[src/rtl/ps2_pkg.sv]
// Shared PS/2 definitions: host-transmit FSM encoding, frame bit indices,
// default timing and common keyboard command bytes.
package ps2_pkg;

    // Host-to-device transmit FSM states.
    typedef enum logic [2:0] {
        StIdle,
        StInhibit,
        StStart,
        StSend,
        StWaitIdle
    } ps2_tx_state_e;

    // Frame positions counted in device falling edges after the start bit.
    localparam int unsigned BIT_PARITY = 9;
    localparam int unsigned BIT_STOP   = 10;
    localparam int unsigned BIT_ACK    = 11;

    // Default timing at a 50 MHz system clock.
    localparam int unsigned DEF_INHIBIT_CYCLES = 5000;    // 100 us
    localparam int unsigned DEF_SETUP_CYCLES   = 16;
    localparam int unsigned DEF_TIMEOUT_CYCLES = 750000;  // 15 ms
    localparam int unsigned DEF_CNT_W          = 20;

    // Keyboard command bytes.
    localparam logic [7:0] CMD_SET_LED = 8'hED;
    localparam logic [7:0] CMD_RESET   = 8'hFF;

    // PS/2 uses odd parity: data bits plus parity bit carry an odd count of ones.
    function automatic logic odd_parity(input logic [7:0] b);
        return ~^b;
    endfunction

endpackage

[src/rtl/ps2_line_sync.sv]
// Two-flop synchronizer for one raw PS/2 pad plus falling-edge detect.
// Shared with the PS/2 receive path.
module ps2_line_sync (
    input  logic clk_i,
    input  logic rst_ni,
    input  logic line_i,
    output logic sync_o,
    output logic fall_o
);

    logic meta_q;
    logic sync_q;
    logic prev_q;

    // Idle PS/2 lines are pulled high, so reset to 1 to avoid a false edge.
    always_ff @(posedge clk_i) begin
        if (!rst_ni) begin
            meta_q <= 1'b1;
            sync_q <= 1'b1;
            prev_q <= 1'b1;
        end else begin
            meta_q <= line_i;
            sync_q <= meta_q;
            prev_q <= sync_q;
        end
    end

    assign sync_o = sync_q;
    assign fall_o = prev_q & ~sync_q;

endmodule

[src/rtl/ps2_host_tx.sv]
// PS/2 host-to-device transmitter: sends one byte using the request-to-send
// sequence, driving the shared pads through open-drain enables.
// Optional build macro PS2_TX_TIMEOUT_EN adds a watchdog that aborts a
// transfer when the device stops clocking.
module ps2_host_tx
    import ps2_pkg::*;
#(
    parameter int unsigned INHIBIT_CYCLES = DEF_INHIBIT_CYCLES,
    parameter int unsigned SETUP_CYCLES   = DEF_SETUP_CYCLES,
    parameter int unsigned TIMEOUT_CYCLES = DEF_TIMEOUT_CYCLES,
    parameter int unsigned CNT_W          = DEF_CNT_W
) (
    input  logic       OSCCLK,
    input  logic       RESET_N,
    input  logic [7:0] tx_data,
    input  logic       tx_valid,
    output logic       tx_ready,
    output logic       busy,
    output logic       done,
    output logic       error,
    input  logic       ps2_clk_in,
    input  logic       ps2_data_in,
    output logic       ps2_clk_oe,
    output logic       ps2_data_oe
);

    ps2_tx_state_e    state_q, state_d;
    logic [CNT_W-1:0] cnt_q, cnt_d;
    logic [3:0]       bitcnt_q, bitcnt_d;
    logic [7:0]       data_q, data_d;
    logic             parity_q, parity_d;
    logic             ack_ok_q, ack_ok_d;
    logic             done_q, done_d;
    logic             error_q, error_d;
    logic             clk_oe, data_oe;
    logic             send_oe;

    logic clk_sync, clk_fe;
    logic data_sync;
    logic unused_data_fe;

    ps2_line_sync u_clk_sync (
        .clk_i  (OSCCLK),
        .rst_ni (RESET_N),
        .line_i (ps2_clk_in),
        .sync_o (clk_sync),
        .fall_o (clk_fe)
    );

    ps2_line_sync u_data_sync (
        .clk_i  (OSCCLK),
        .rst_ni (RESET_N),
        .line_i (ps2_data_in),
        .sync_o (data_sync),
        .fall_o (unused_data_fe)
    );

`ifdef PS2_TX_TIMEOUT_EN
    logic [CNT_W-1:0] wdog_q, wdog_d;
    logic             wdog_expired;

    assign wdog_expired = (wdog_q == CNT_W'(TIMEOUT_CYCLES - 1));

    // Watchdog counter register.
    always_ff @(posedge OSCCLK) begin
        if (!RESET_N) begin
            wdog_q <= '0;
        end else begin
            wdog_q <= wdog_d;
        end
    end
`else
    logic unused_timeout;
    assign unused_timeout = (TIMEOUT_CYCLES == 0);
`endif

    // Line level to present in SEND: start bit, data LSB first, parity, then release.
    always_comb begin
        send_oe = 1'b0;
        if (bitcnt_q == 4'd0) begin
            send_oe = 1'b1;
        end else if (bitcnt_q <= 4'd8) begin
            send_oe = ~data_q[bitcnt_q[2:0] - 3'd1];
        end else if (bitcnt_q == 4'(BIT_PARITY)) begin
            send_oe = ~parity_q;
        end
    end

    // Next-state and pad-enable decode.
    always_comb begin
        state_d  = state_q;
        cnt_d    = cnt_q;
        bitcnt_d = bitcnt_q;
        data_d   = data_q;
        parity_d = parity_q;
        ack_ok_d = ack_ok_q;
        done_d   = 1'b0;
        error_d  = 1'b0;
        clk_oe   = 1'b0;
        data_oe  = 1'b0;
`ifdef PS2_TX_TIMEOUT_EN
        wdog_d   = wdog_q;
`endif

        unique case (state_q)
            StIdle: begin
                bitcnt_d = '0;
                if (tx_valid) begin
                    data_d   = tx_data;
                    parity_d = odd_parity(tx_data);
                    cnt_d    = '0;
                    state_d  = StInhibit;
                end
            end

            StInhibit: begin
                clk_oe = 1'b1;
                if (cnt_q == CNT_W'(INHIBIT_CYCLES - 1)) begin
                    cnt_d   = '0;
                    state_d = StStart;
                end else begin
                    cnt_d = cnt_q + 1'b1;
                end
            end

            StStart: begin
                clk_oe  = 1'b1;
                data_oe = 1'b1;
                if (cnt_q == CNT_W'(SETUP_CYCLES - 1)) begin
                    cnt_d    = '0;
                    bitcnt_d = '0;
                    state_d  = StSend;
`ifdef PS2_TX_TIMEOUT_EN
                    wdog_d   = '0;
`endif
                end else begin
                    cnt_d = cnt_q + 1'b1;
                end
            end

            StSend: begin
                data_oe = send_oe;
                if (clk_fe) begin
                    if (bitcnt_q == 4'(BIT_STOP)) begin
                        // Device pulls data low during the 11th clock to acknowledge.
                        ack_ok_d = ~data_sync;
                        bitcnt_d = 4'(BIT_ACK);
                        state_d  = StWaitIdle;
                    end else begin
                        bitcnt_d = bitcnt_q + 4'd1;
                    end
`ifdef PS2_TX_TIMEOUT_EN
                    wdog_d = '0;
                end else if (wdog_expired) begin
                    error_d = 1'b1;
                    state_d = StIdle;
                end else begin
                    wdog_d = wdog_q + 1'b1;
`endif
                end
            end

            StWaitIdle: begin
                if (clk_sync && data_sync) begin
                    done_d  = ack_ok_q;
                    error_d = ~ack_ok_q;
                    state_d = StIdle;
`ifdef PS2_TX_TIMEOUT_EN
                end else if (clk_fe) begin
                    wdog_d = '0;
                end else if (wdog_expired) begin
                    error_d = 1'b1;
                    state_d = StIdle;
                end else begin
                    wdog_d = wdog_q + 1'b1;
`endif
                end
            end

            default: begin
                state_d = StIdle;
            end
        endcase
    end

    // State and datapath registers.
    always_ff @(posedge OSCCLK) begin
        if (!RESET_N) begin
            state_q  <= StIdle;
            cnt_q    <= '0;
            bitcnt_q <= '0;
            data_q   <= '0;
            parity_q <= 1'b0;
            ack_ok_q <= 1'b0;
            done_q   <= 1'b0;
            error_q  <= 1'b0;
        end else begin
            state_q  <= state_d;
            cnt_q    <= cnt_d;
            bitcnt_q <= bitcnt_d;
            data_q   <= data_d;
            parity_q <= parity_d;
            ack_ok_q <= ack_ok_d;
            done_q   <= done_d;
            error_q  <= error_d;
        end
    end

    // Pulses are registered so they land in the first IDLE cycle, alongside tx_ready.
    assign tx_ready    = (state_q == StIdle);
    assign busy        = (state_q != StIdle);
    assign done        = done_q;
    assign error       = error_q;
    assign ps2_clk_oe  = clk_oe;
    assign ps2_data_oe = data_oe;

endmodule

[config.mk]
export PLATFORM = sky130hd
export DESIGN_NAME = ps2_host_tx
export DESIGN_NICKNAME = d
export VERILOG_FILES = /design/src/rtl/ps2_pkg.sv /design/src/rtl/ps2_line_sync.sv /design/src/rtl/ps2_host_tx.sv
export SDC_FILE = /design/constraint.sdc
export NUM_CORES = 1
export LEC_CHECK = 0
export CAP_MARGIN = 20
export CELL_PAD_IN_SITES_DETAIL_PLACEMENT = 1
export CELL_PAD_IN_SITES_GLOBAL_PLACEMENT = 2
export CORE_MARGIN = 3
export CORE_UTILIZATION = 34
export CTS_CLUSTER_DIAMETER = 150
export DETAILED_ROUTE_END_ITERATION = 12
export PLACE_DENSITY_LB_ADDON = 0.1
export SLEW_MARGIN = 20
export SYNTH_ARGS = -nofsm -noshare
export SYNTH_HDL_FRONTEND = slang
export SYNTH_SLANG_ARGS = --single-unit
[constraint.sdc]
create_clock -name OSCCLK -period 3 [get_ports OSCCLK]
set_clock_uncertainty 0.05 [all_clocks]
set_input_delay 0.75 -clock OSCCLK [delete_from_list [all_inputs] [get_ports OSCCLK]]
set_output_delay 0.75 -clock OSCCLK [all_outputs]
set_load 0.05 [all_outputs]
# Word level (Yosys, flattened, before mapping)
# Cells that the tools add are included.
word_totals:
  register_bits: 44
  input_bits: 13
  out_inout_bits: 6
  wordCells: 74
op_classes:
  n_addsub: 3
  n_lt_le_gt_ge: 2
  n_eq_ne: 14
  muxes: 22
  bitwise_logic: 6
  n_reduce_logical: 14
op_table:
  columns: ["op", "n"]
  rows:
  - ["20-bit two-way mux", 3]
  - ["20-bit one-hot mux with 3 select lines", 1]
  - ["20-bit by 1-bit adder with 20-bit output, second input constant", 1]
  - ["20-bit by 13-bit equality test with 1-bit output, second input constant", 1]
  - ["20-bit by 4-bit equality test with 1-bit output, second input constant", 1]
  - ["3-bit two-way mux", 6]
  - ["3-bit one-hot mux with 5 select lines", 1]
  - ["4-bit two-way mux", 3]
  - ["2-bit inequality test, second input constant", 6]
  - ["4-bit one-hot mux with 3 select lines", 1]
  - ["3-bit AND reduction", 3]
  - ["3-bit nonzero test", 3]
  - ["4-bit equality test, second input constant", 2]
  - ["8-bit XNOR reduction", 1]
  - ["3-bit by 2-bit equality test with 1-bit output, second input constant", 2]
  - ["6-bit AND reduction", 1]
  - ["1-bit two-way mux", 5]
  - ["1-bit inverter", 5]
  - ["4-bit by 1-bit adder with 4-bit output, second input constant", 1]
  - ["4-bit less-or-equal comparator, second input constant", 1]
  - ["4-bit zero test", 1]
  - ["3-bit by 4-bit < comparator with 1-bit output, second input constant", 1]
  - ["2-bit AND reduction", 2]
  - ["1-bit binary-select mux with 3-bit select", 1]
  - ["other kinds (8)", 8]

# Longest topological paths before layout
# Gate-level depths: netlist of run 1.
logic_depth:
  word_depth: 7
  ltp_mapped: 7
  depth_no_buf: 7

# Cells and area by module
# From an unflattened synthesis of run 1, not the netlist that was laid out.
hier_totals:
  hier_cells: 271
  area_unflattened_um2: 2372.3
modules_own_cells:
  columns: ["module", "n_inst", "cells_each", "area_each_um2", "seq_area_each_um2"]
  rows:
  - ["ps2_host_tx", 1, 257, 2202.1, 780.7]
  - ["ps2_line_sync", 2, 7, 85.1, 60.1]

# Worst setup path before layout of run 1
# OpenSTA, ideal clock, no wires.
synth_path:
  kind: "register to output"
  start: "register bitcnt_q[0]"
  end: "output ps2_data_oe"
  arrival_time_ns: 2.235
  required_ns: 2.200
  slack_ns: -0.035
  path_stages_with_launch: 8
  n_path_buf: 0
  path_cell_list: "dfxtp_1 > inv_1 > ha_1 > mux4_2 > inv_1 > o21ai_0 > a221oi_1 > a22o_1"
synth_between:
  elab_chain_len: 7
  word_cells_on_any_way: 11
  cone_classes: "add/sub: 1; order compare: 1; eq/ne: 1; mux: 6; bitwise: 1; reduce/logical: 1"
synth_rtl:
  columns: ["element", "line", "source"]
  rows:
  - ["from (decl)", "ps2_host_tx.sv:29", "logic [3:0] bitcnt_q, bitcnt_d;"]
  - ["from (signal assigned)", "ps2_host_tx.sv:200", "bitcnt_q <= bitcnt_d;"]
  - ["3-bit by 1-bit subtractor with 3-bit output", "ps2_host_tx.sv:83", "send_oe = ~data_q[bitcnt_q[2:0] - 3'd1];"]
  - ["1-bit binary-select mux with 3-bit select", "ps2_host_tx.sv:83", null]
  - ["1-bit two-way mux (not written as such)", "ps2_host_tx.sv:83", null]
  - ["1-bit inverter", "ps2_host_tx.sv:83", null]
  - ["1-bit two-way mux", "ps2_host_tx.sv:82", "end else if (bitcnt_q <= 4'd8) begin"]
  - ["1-bit two-way mux *", "ps2_host_tx.sv:80", "if (bitcnt_q == 4'd0) begin"]
  - ["1-bit one-hot mux with 2 select lines *", "ps2_host_tx.sv:105", "unique case (state_q)"]
  - ["to (decl)", "ps2_host_tx.sv:24", "output logic ps2_data_oe"]
# Every way passes the cells marked *; elsewhere a longest branch is shown, timed or not. The select of a mux whose other input is x is not followed.

# Worst setup path after layout of run 1
layout_path:
  start: "register bitcnt_q[1]"
  end: "output ps2_data_oe"
# Same word-level chain as after synthesis.

==> results of run 1 <==
-- power breakdown --
part / switching [W] / internal [W]
sequential: 0.0000332 / 0.000635
clock: 0.000185 / 0.000150
combinational: 0.000482 / 0.000291
-- per-layer routing --
metal  wire, um  part of all wire (%)  vias up  GRT usage (%)
li1           -                     -      968              -
met4         77                   1.4        0          5.524
met1       2873                    53      883          21.73
met5          0                     0        -              0
met3        157                   2.9        8          3.137
met2       2350                    43       25          24.69
-- timing repair --
item	4_1_cts	5_1_grt
setup endpoints to repair	1	1
resized for setup	6	4
cloned	0	0
pin swaps	3	3
buffers inserted	2	1
hold buffers	0	0
-- sequential cells by signal (all words and copies together), names as in the netlist --
name,count
u_clk_sync.meta_q,1
parity_q,1
done,1
u_clk_sync.prev_q,1
bitcnt_q,4
u_clk_sync.sync_o,1
u_data_sync.sync_o,1
ack_ok_q,1
data_q,8
u_data_sync.meta_q,1
error,1
cnt_q,20
state_q,3
-- synth_stat cells, drive strengths merged (4+ instances only) --
master  number
nor2        26
nand4        4
nand3       10
and3         4
nand2b       5
nor3         9
clkbuf       7
nand2       38
dfxtp       44
o22ai        4
a21oi       22
xnor2       23
o21ai        7
inv         11
nor4         4
buf          4
ha           5
-- cell families after synthesis --
| family | synth area share, % |
|---|---|
| buffers and inverters | 3.916 |
| adders and majority gates | 2.838 |
| AOI/OAI and AO/OA | 13.51 |
| DFF | 39.95 |
| and+or+nand+nor | 27.70 |
| xor gates and xnor gates | 9.137 |
| muxes | 2.951 |
-- area by class of cell --
class	count	area share, %
tap	75	3.580
clock buffer	5	2.625
sequential	44	33.70
timing repair buffer	29	10.41
multi-input combinational	199	48.11
inverter	11	1.575
-- through the flow --
step | setup WS, ns | hold WS [ns] | util, % | total power, W
global route | -0.1078 | 0.3810 | 43.00 | 0.001886
global placement | 0.2399 | 0.3540 | 41.09 | 0.001440
floorplan | 0.09817 | 0.3363 | - | 0.001199
CTS | 0.0003320 | 0.3753 | 42.71 | 0.001799
finish | -0.008063 | 0.3682 | 43.00 | 0.001776
detailed placement | 0.1896 | 0.3535 | 41.09 | 0.001444
-- worst paths after layout --
check,to,slack [ns],cells after the start
max,ps2_data_oe,-0.008,8
min,u_clk_sync.sync_o,0.37,1
max reg2reg,state_q[2],0.83,7
min reg2reg,u_clk_sync.sync_o,0.37,1
==> impl_results.md, run 1 <==
- Status: complete, but fails checks
- Failing checks: negative setup slack
- Drt pass-1 iters: 4
- Port bufs: 18
- Multi-input logic area: 0.001261 mm2
- Post-Syn Area per Cell: 8.319 um2
- Setup crit end kind: primary output
- Achievable frequency: 332.4 MHz
- CTS tree: yes
- Final #Nets: 308
- Worst-Margin Slew: 0.7008 ns
- Post-synth cell types: 43
- Die width: 86.53 um
- Relative max-transition margin: 53.23%
- Max Slew Vio Count: 0
- Sink Count: 44
- Ys async rst share: 0%
- Detailed Place HPWL: 3918 um
- Largest net degree at the start of global routing: 21
- Design Area, Final: 0.002621 mm2
- Tot GR Track Use: 15.81%
- Yosys reg bits: 44
- Maximum fanout along the worst path: 2
- Crit-path leading delay family: compound AO/OA/AOI/OAI gates
- Crit path from: bitcnt_q[1]
- Via count: 1884
- DRT Wirelength: 5458 um
- Fill cells: 739
- Crit path launch type: register
- Mean routed wirelength per cell: 15.04 um
- Hold WC Path Type: reg -> reg
- Setup TNS: -0.008063 ns
- Worst-path clk slew: 0.08 ns
- Initial antenna violation count: 0
- Top FF cell, synth: dfxtp_1
- Unrepaired setup endpoints after global routing: yes
- Placed Cells: 355
- DRT iter0 DRCs: 82
- Initial Util: 36.17%
- Final Cycle Share: 100.3%
- Post-Place Cell Area: 0.002505 mm2
- Final Non-Filler Cells: 363
- WP data arrival: 2.21 ns
- Worst r2r src: bitcnt_q[1]
- Power per Cell Area: 677.6 mW/mm2
- H-tree levels: 2
- Required time of the critical path: 2.20 ns
- CP cell instances: inv_2, ha_4, mux4_2, inv_2, o21ai_2, a221oi_2, a22o_2, buf_12
- Clk_lat worst skew: 0.29 ns
- Row count: 28
- Area contributors post-synth: dfxtp_1 (40%), xnor2_1 (9.1%), nand2_1 (6.5%)
- Mapped Area: 0.002205 mm2
- Ys Warns: 0
- CP Class: reg -> out
- GR Overflow Total: 0
- Post-synth net total: 283
- Post-synth EDFFs: 0
- Number of buffers and inverters on the critical path: 3
- CP max-delay cell: mux4_2
- Die area: 0.007487 mm2
- Synth area leader: dfxtp_1
- Commonest non-fill, non-tap cell in the layout: dfxtp_1
- Final ANT Viol Nets: 0
- Share of Yosys cell area claimed by the top area cell type: 39.95%
- Final hold violation count: 0
- Start point of the worst hold path: u_clk_sync.meta_q
- CTS root buffer: clkbuf_8
- Vias per cell: 5.190
- Largest stage delay on the critical path: 0.50 ns
- Min Tclk post-route: 3.008 ns
- Routability Congestion: 0.7195
- Leakage: 0.9030 nW
- Sequential Area: 883.3 um2
- Final setup viols: 1
- CTS max path bufs: 2
- Sequential area share after synthesis: 39.95%
- Max VDD drop: 0.5943 mV
- Number of remaining DRC errors: 0
- Highest-count cells in the layout ignoring fill and taps: dfxtp_1 (42), nand2_1 (38), nor2_1 (26)
- First-pass GRT wire length: 9432 um
- Most frequent CP cell: inv_2
- P&R area growth vs syn: 18.90%
- Ports: 19
- Die H: 86.53 um
- Share of cells above drive strength 1: 11.11%
- Max-Cap Viols: 0
- Ant diodes: 0
- Core Area: 0.006096 mm2
- CTS Buf Count: 5
- Vias in the first global route: 1954
- Final worst slack: -0.008063 ns
- Synth Instances: 265
Power figures use the tool's default switching activity.
==> inputs of run 2 (changes only) <==
--- a/config.mk
+++ b/config.mk
@@ -5,13 +5,15 @@
 export SDC_FILE = /design/constraint.sdc
 export NUM_CORES = 1
 export LEC_CHECK = 0
+export ABC_AREA = 1
 export CAP_MARGIN = 20
 export CELL_PAD_IN_SITES_DETAIL_PLACEMENT = 1
 export CELL_PAD_IN_SITES_GLOBAL_PLACEMENT = 2
 export CORE_MARGIN = 3
-export CORE_UTILIZATION = 34
+export CORE_UTILIZATION = 32
 export CTS_CLUSTER_DIAMETER = 150
 export DETAILED_ROUTE_END_ITERATION = 12
+export HOLD_SLACK_MARGIN = 0.03
 export PLACE_DENSITY_LB_ADDON = 0.1
 export SLEW_MARGIN = 20
 export SYNTH_ARGS = -nofsm -noshare
==> run 2 against run 1 <==
Compared with the run above:
- the run now ends clean
- clock-buffer cell count unchanged
- worst setup slack better by 0.17 ns
- flip-flop and latch count unchanged
- clock power up 38%
- routed wire length up 26%
- area after synthesis up 13%
- die area up 19%
==> impl_results.md, run 2 <==
- Number of remaining DRC errors: 0 (unchanged)
- H-tree levels: 2 (unchanged)
- Die width: 94.39 um (+9.1%)
- Largest reg by FF count: cnt_q
- Sequential Area: 882.1 um2 (-0.14%)
- Synth Instances: 380 (+43%)
- CTS root buffer: clkbuf_8
- Setup TNS: 0 ns (+0.008063 ns)
- Total chip power: 0.002062 W (+16%)
- DRT iter0 DRCs: 67 (-18%)
- Share of Yosys cell area claimed by the top area cell type: 35.24% (-4.7 points)
- Hold slack final: 0.3712 ns (+0.002952 ns)
- Crit path launch type: register
- Die H: 94.39 um (+9.1%)
- Max reg flops: 20 (unchanged)
- Sink Count: 44 (unchanged)
- Ys Warns: 0 (unchanged)
- Mean routed wirelength per cell: 13.76 um (-8.5%)
- Yosys reg bits: 44 (unchanged)
- Share of cells above drive strength 1: 8.000% (-3.1 points)
- Commonest non-fill, non-tap cell in the layout: nand2_1
- Setup crit end kind: primary output
- Post-Syn Area per Cell: 6.579 um2 (-21%)
- Final Non-Filler Cells: 499 (+37%)
- Post-synth EDFFs: 0 (unchanged)
- Worst-Margin Slew: 0.5092 ns (-0.1916 ns)
- CP cell instances: inv_1, ha_1, a21oi_1, o21ai_0, a21o_1, nand3b_1, nand2_1, nand2_1, buf_12
- Post-CTS setup buffers: 0 (-2)
- Initial antenna violation count: 0 (unchanged)
- Final #Nets: 417 (+35%)
- Detailed Place HPWL: 5314 um (+36%)
- Core Area: 0.007408 mm2 (+22%)
- Status: complete, no violations
- Multi-input logic area: 0.001369 mm2 (+8.5%)
- CP Class: reg -> out
- Post-layout util: 39.06% (-3.9 points)
- Area contributors post-synth: dfxtp_1 (35%), nand2_1 (13%), nor2_1 (8.7%)
- DRT Wirelength: 6864 um (+26%)
- Synth top cells by count: nand2_1 (89), nor2_1 (58), inv_1 (50), dfxtp_1 (44), nand3_1 (27)
- Vias per cell: 4.788 (-7.8%)
- Max-Cap Viols: 0 (unchanged)
- Drt pass-1 iters: 4 (unchanged)
- First-pass GRT wire length: 11690 um (+24%)
- Relative max-transition margin: 65.94% (+13 points)
- Post-synth cell types: 31 (-28%)
- Ys async rst share: 0% (unchanged)
- Tot GR Track Use: 16.71% (+0.90 points)
- CTS max path bufs: 2 (unchanged)
- Top FF cell, synth: dfxtp_1
- Port bufs: 18 (unchanged)
- Power per Cell Area: 712.5 mW/mm2 (+5.2%)
- Achievable frequency: 352.3 MHz (+6.0%)
- Hold WC Path Type: reg -> reg
- Routability Congestion: 0.8075 (+12%)
- Fill cells: 983 (+33%)
- CTS Buf Count: 5 (unchanged)
- Final setup viols: 0 (-1)
- Leakage: 1.265 nW (+40%)
- Max Slew Vio Count: 0 (unchanged)
- Via count: 2389 (+27%)
- Highest-count cells in the layout ignoring fill and taps: nand2_1 (89), nor2_1 (58), inv_1 (50)
- Sequential area share after synthesis: 35.24% (-4.7 points)
- Regs by FF count: cnt_q: 20 flops, data_q: 8 flops, bitcnt_q: 4 flops
- Clk_lat worst skew: 0.30 ns (about the same)
- Most frequent CP cell: nand2_1
- GR Overflow Total: 0 (unchanged)
- Maximum fanout along the worst path: 11 (+9)
- Vias in the first global route: 2472 (+27%)
- Worst-path clk slew: 0.09 ns (about the same)
- Max VDD drop: 0.5254 mV (-12%)
- CTS tree: yes
- P&R area growth vs syn: 15.77%
- Largest net degree at the start of global routing: 16 (-24%)
- Final ANT Viol Nets: 0 (unchanged)
- WP data arrival: 2.04 ns (-0.17 ns)
- Placed Cells: 491 (+38%)
- Die area: 0.008909 mm2 (+19%)
- Largest stage delay on the critical path: 0.44 ns (-0.06 ns)
- Mapped Area: 0.002500 mm2 (+13%)
- Ant diodes: 0 (unchanged)
- CP max-delay cell: dfxtp_2
- Final Cycle Share: 94.62% (-5.6 points)
- Most common cell in the netlist: nand2_1
- Synth area leader: dfxtp_1
- Row count: 31 (+11%)
- Initial Util: 33.74% (-2.4 points)
- Unrepaired setup endpoints after global routing: no
- Post-synth net total: 398 (+41%)
- Ports: 19 (unchanged)
- Min Tclk post-route: 2.839 ns (-0.1695 ns)
- Required time of the critical path: 2.20 ns (about the same)
- Final hold violation count: 0 (unchanged)
[run 2: cell types whose count changed in the layout (fill, tap and decap cells not counted), moves of 5 or more]
cell / delta
buf_4: -9
nand3_1: +17
o21ai_0: +10
nand4_1: +10
xnor2_1: -16
inv_1: +42
xor2_1: +6
nand2_1: +51
nor2_1: +32
nand2b_1: -5
[run 2: logic make-up after synthesis]
| kind of cell | Yosys count | synth area share, % |
|---|---|---|
| compound gates | 42 | 9.560 |
| buf+inv | 62 | 10.01 |
| simple gates | 214 | 38.14 |
| xor+xnor | 13 | 4.555 |
| fa+ha+maj | 5 | 2.503 |
| flops | 44 | 35.24 |
[run 2: report_power, final]
group          internal [W]  leakage [nW]  switching, W
sequential         0.000654         0.359     0.0000635
combinational      0.000282         0.853      0.000600
clock              0.000247        0.0541      0.000217
[run 2: repair_timing]
action                                  in CTS  in global routing
gates resized for setup                      1                  0
hold buffers                                 0                  0
endpoints found under the setup margin       1                  0
[run 2: worst paths after layout]
| check | startpoint | to | slack, ns | depth (start not counted) |
|---|---|---|---|---|
| worst max-delay path | bitcnt_q[0] | ps2_data_oe | 0.16 | 9 |
| worst min-delay path | u_data_sync.meta_q | u_data_sync.sync_o | 0.37 | 1 |
| worst max register to register | cnt_q[0] | cnt_q[7] | 1.06 | 10 |
| worst min register to register | u_data_sync.meta_q | u_data_sync.sync_o | 0.37 | 1 |
[run 2: final cells by class]
type                    count  share of cell area (%)
multi-input cells         274                   47.30
flip-flops and latches     44                   30.48
repair buffers             20                   7.090
inverters                  54                   7.004
well taps                  99                   4.280
clock buffers               5                   2.378
clock inverters             3                   1.470
[run 2: per-layer routing]
layer	vias up	share of wire (%)	track usage, %
li1	1242	-	-
met1	1114	49	21.30
met2	25	48	28.61
met3	8	1.7	2.789
met4	0	1.6	5.535
met5	-	0	0
[run 2: through the flow]
stage	cell area, um2	setup WS, ns
finish	2894	0.1614
global route	2894	0.02923
CTS	2894	0.1458
detailed placement	2781	0.3538
global placement	2781	0.4238
floorplan	2500	0.3418
[run 2: worst max-delay path: cells and delay by family (launching register included)]
family	cells	cell delay, ns
AOI/OAI and AO/OA	3	0.41
adders and majority gates	1	0.38
buffers and inverters	2	0.29
DFF	1	0.44
and+or+nand+nor	3	0.23
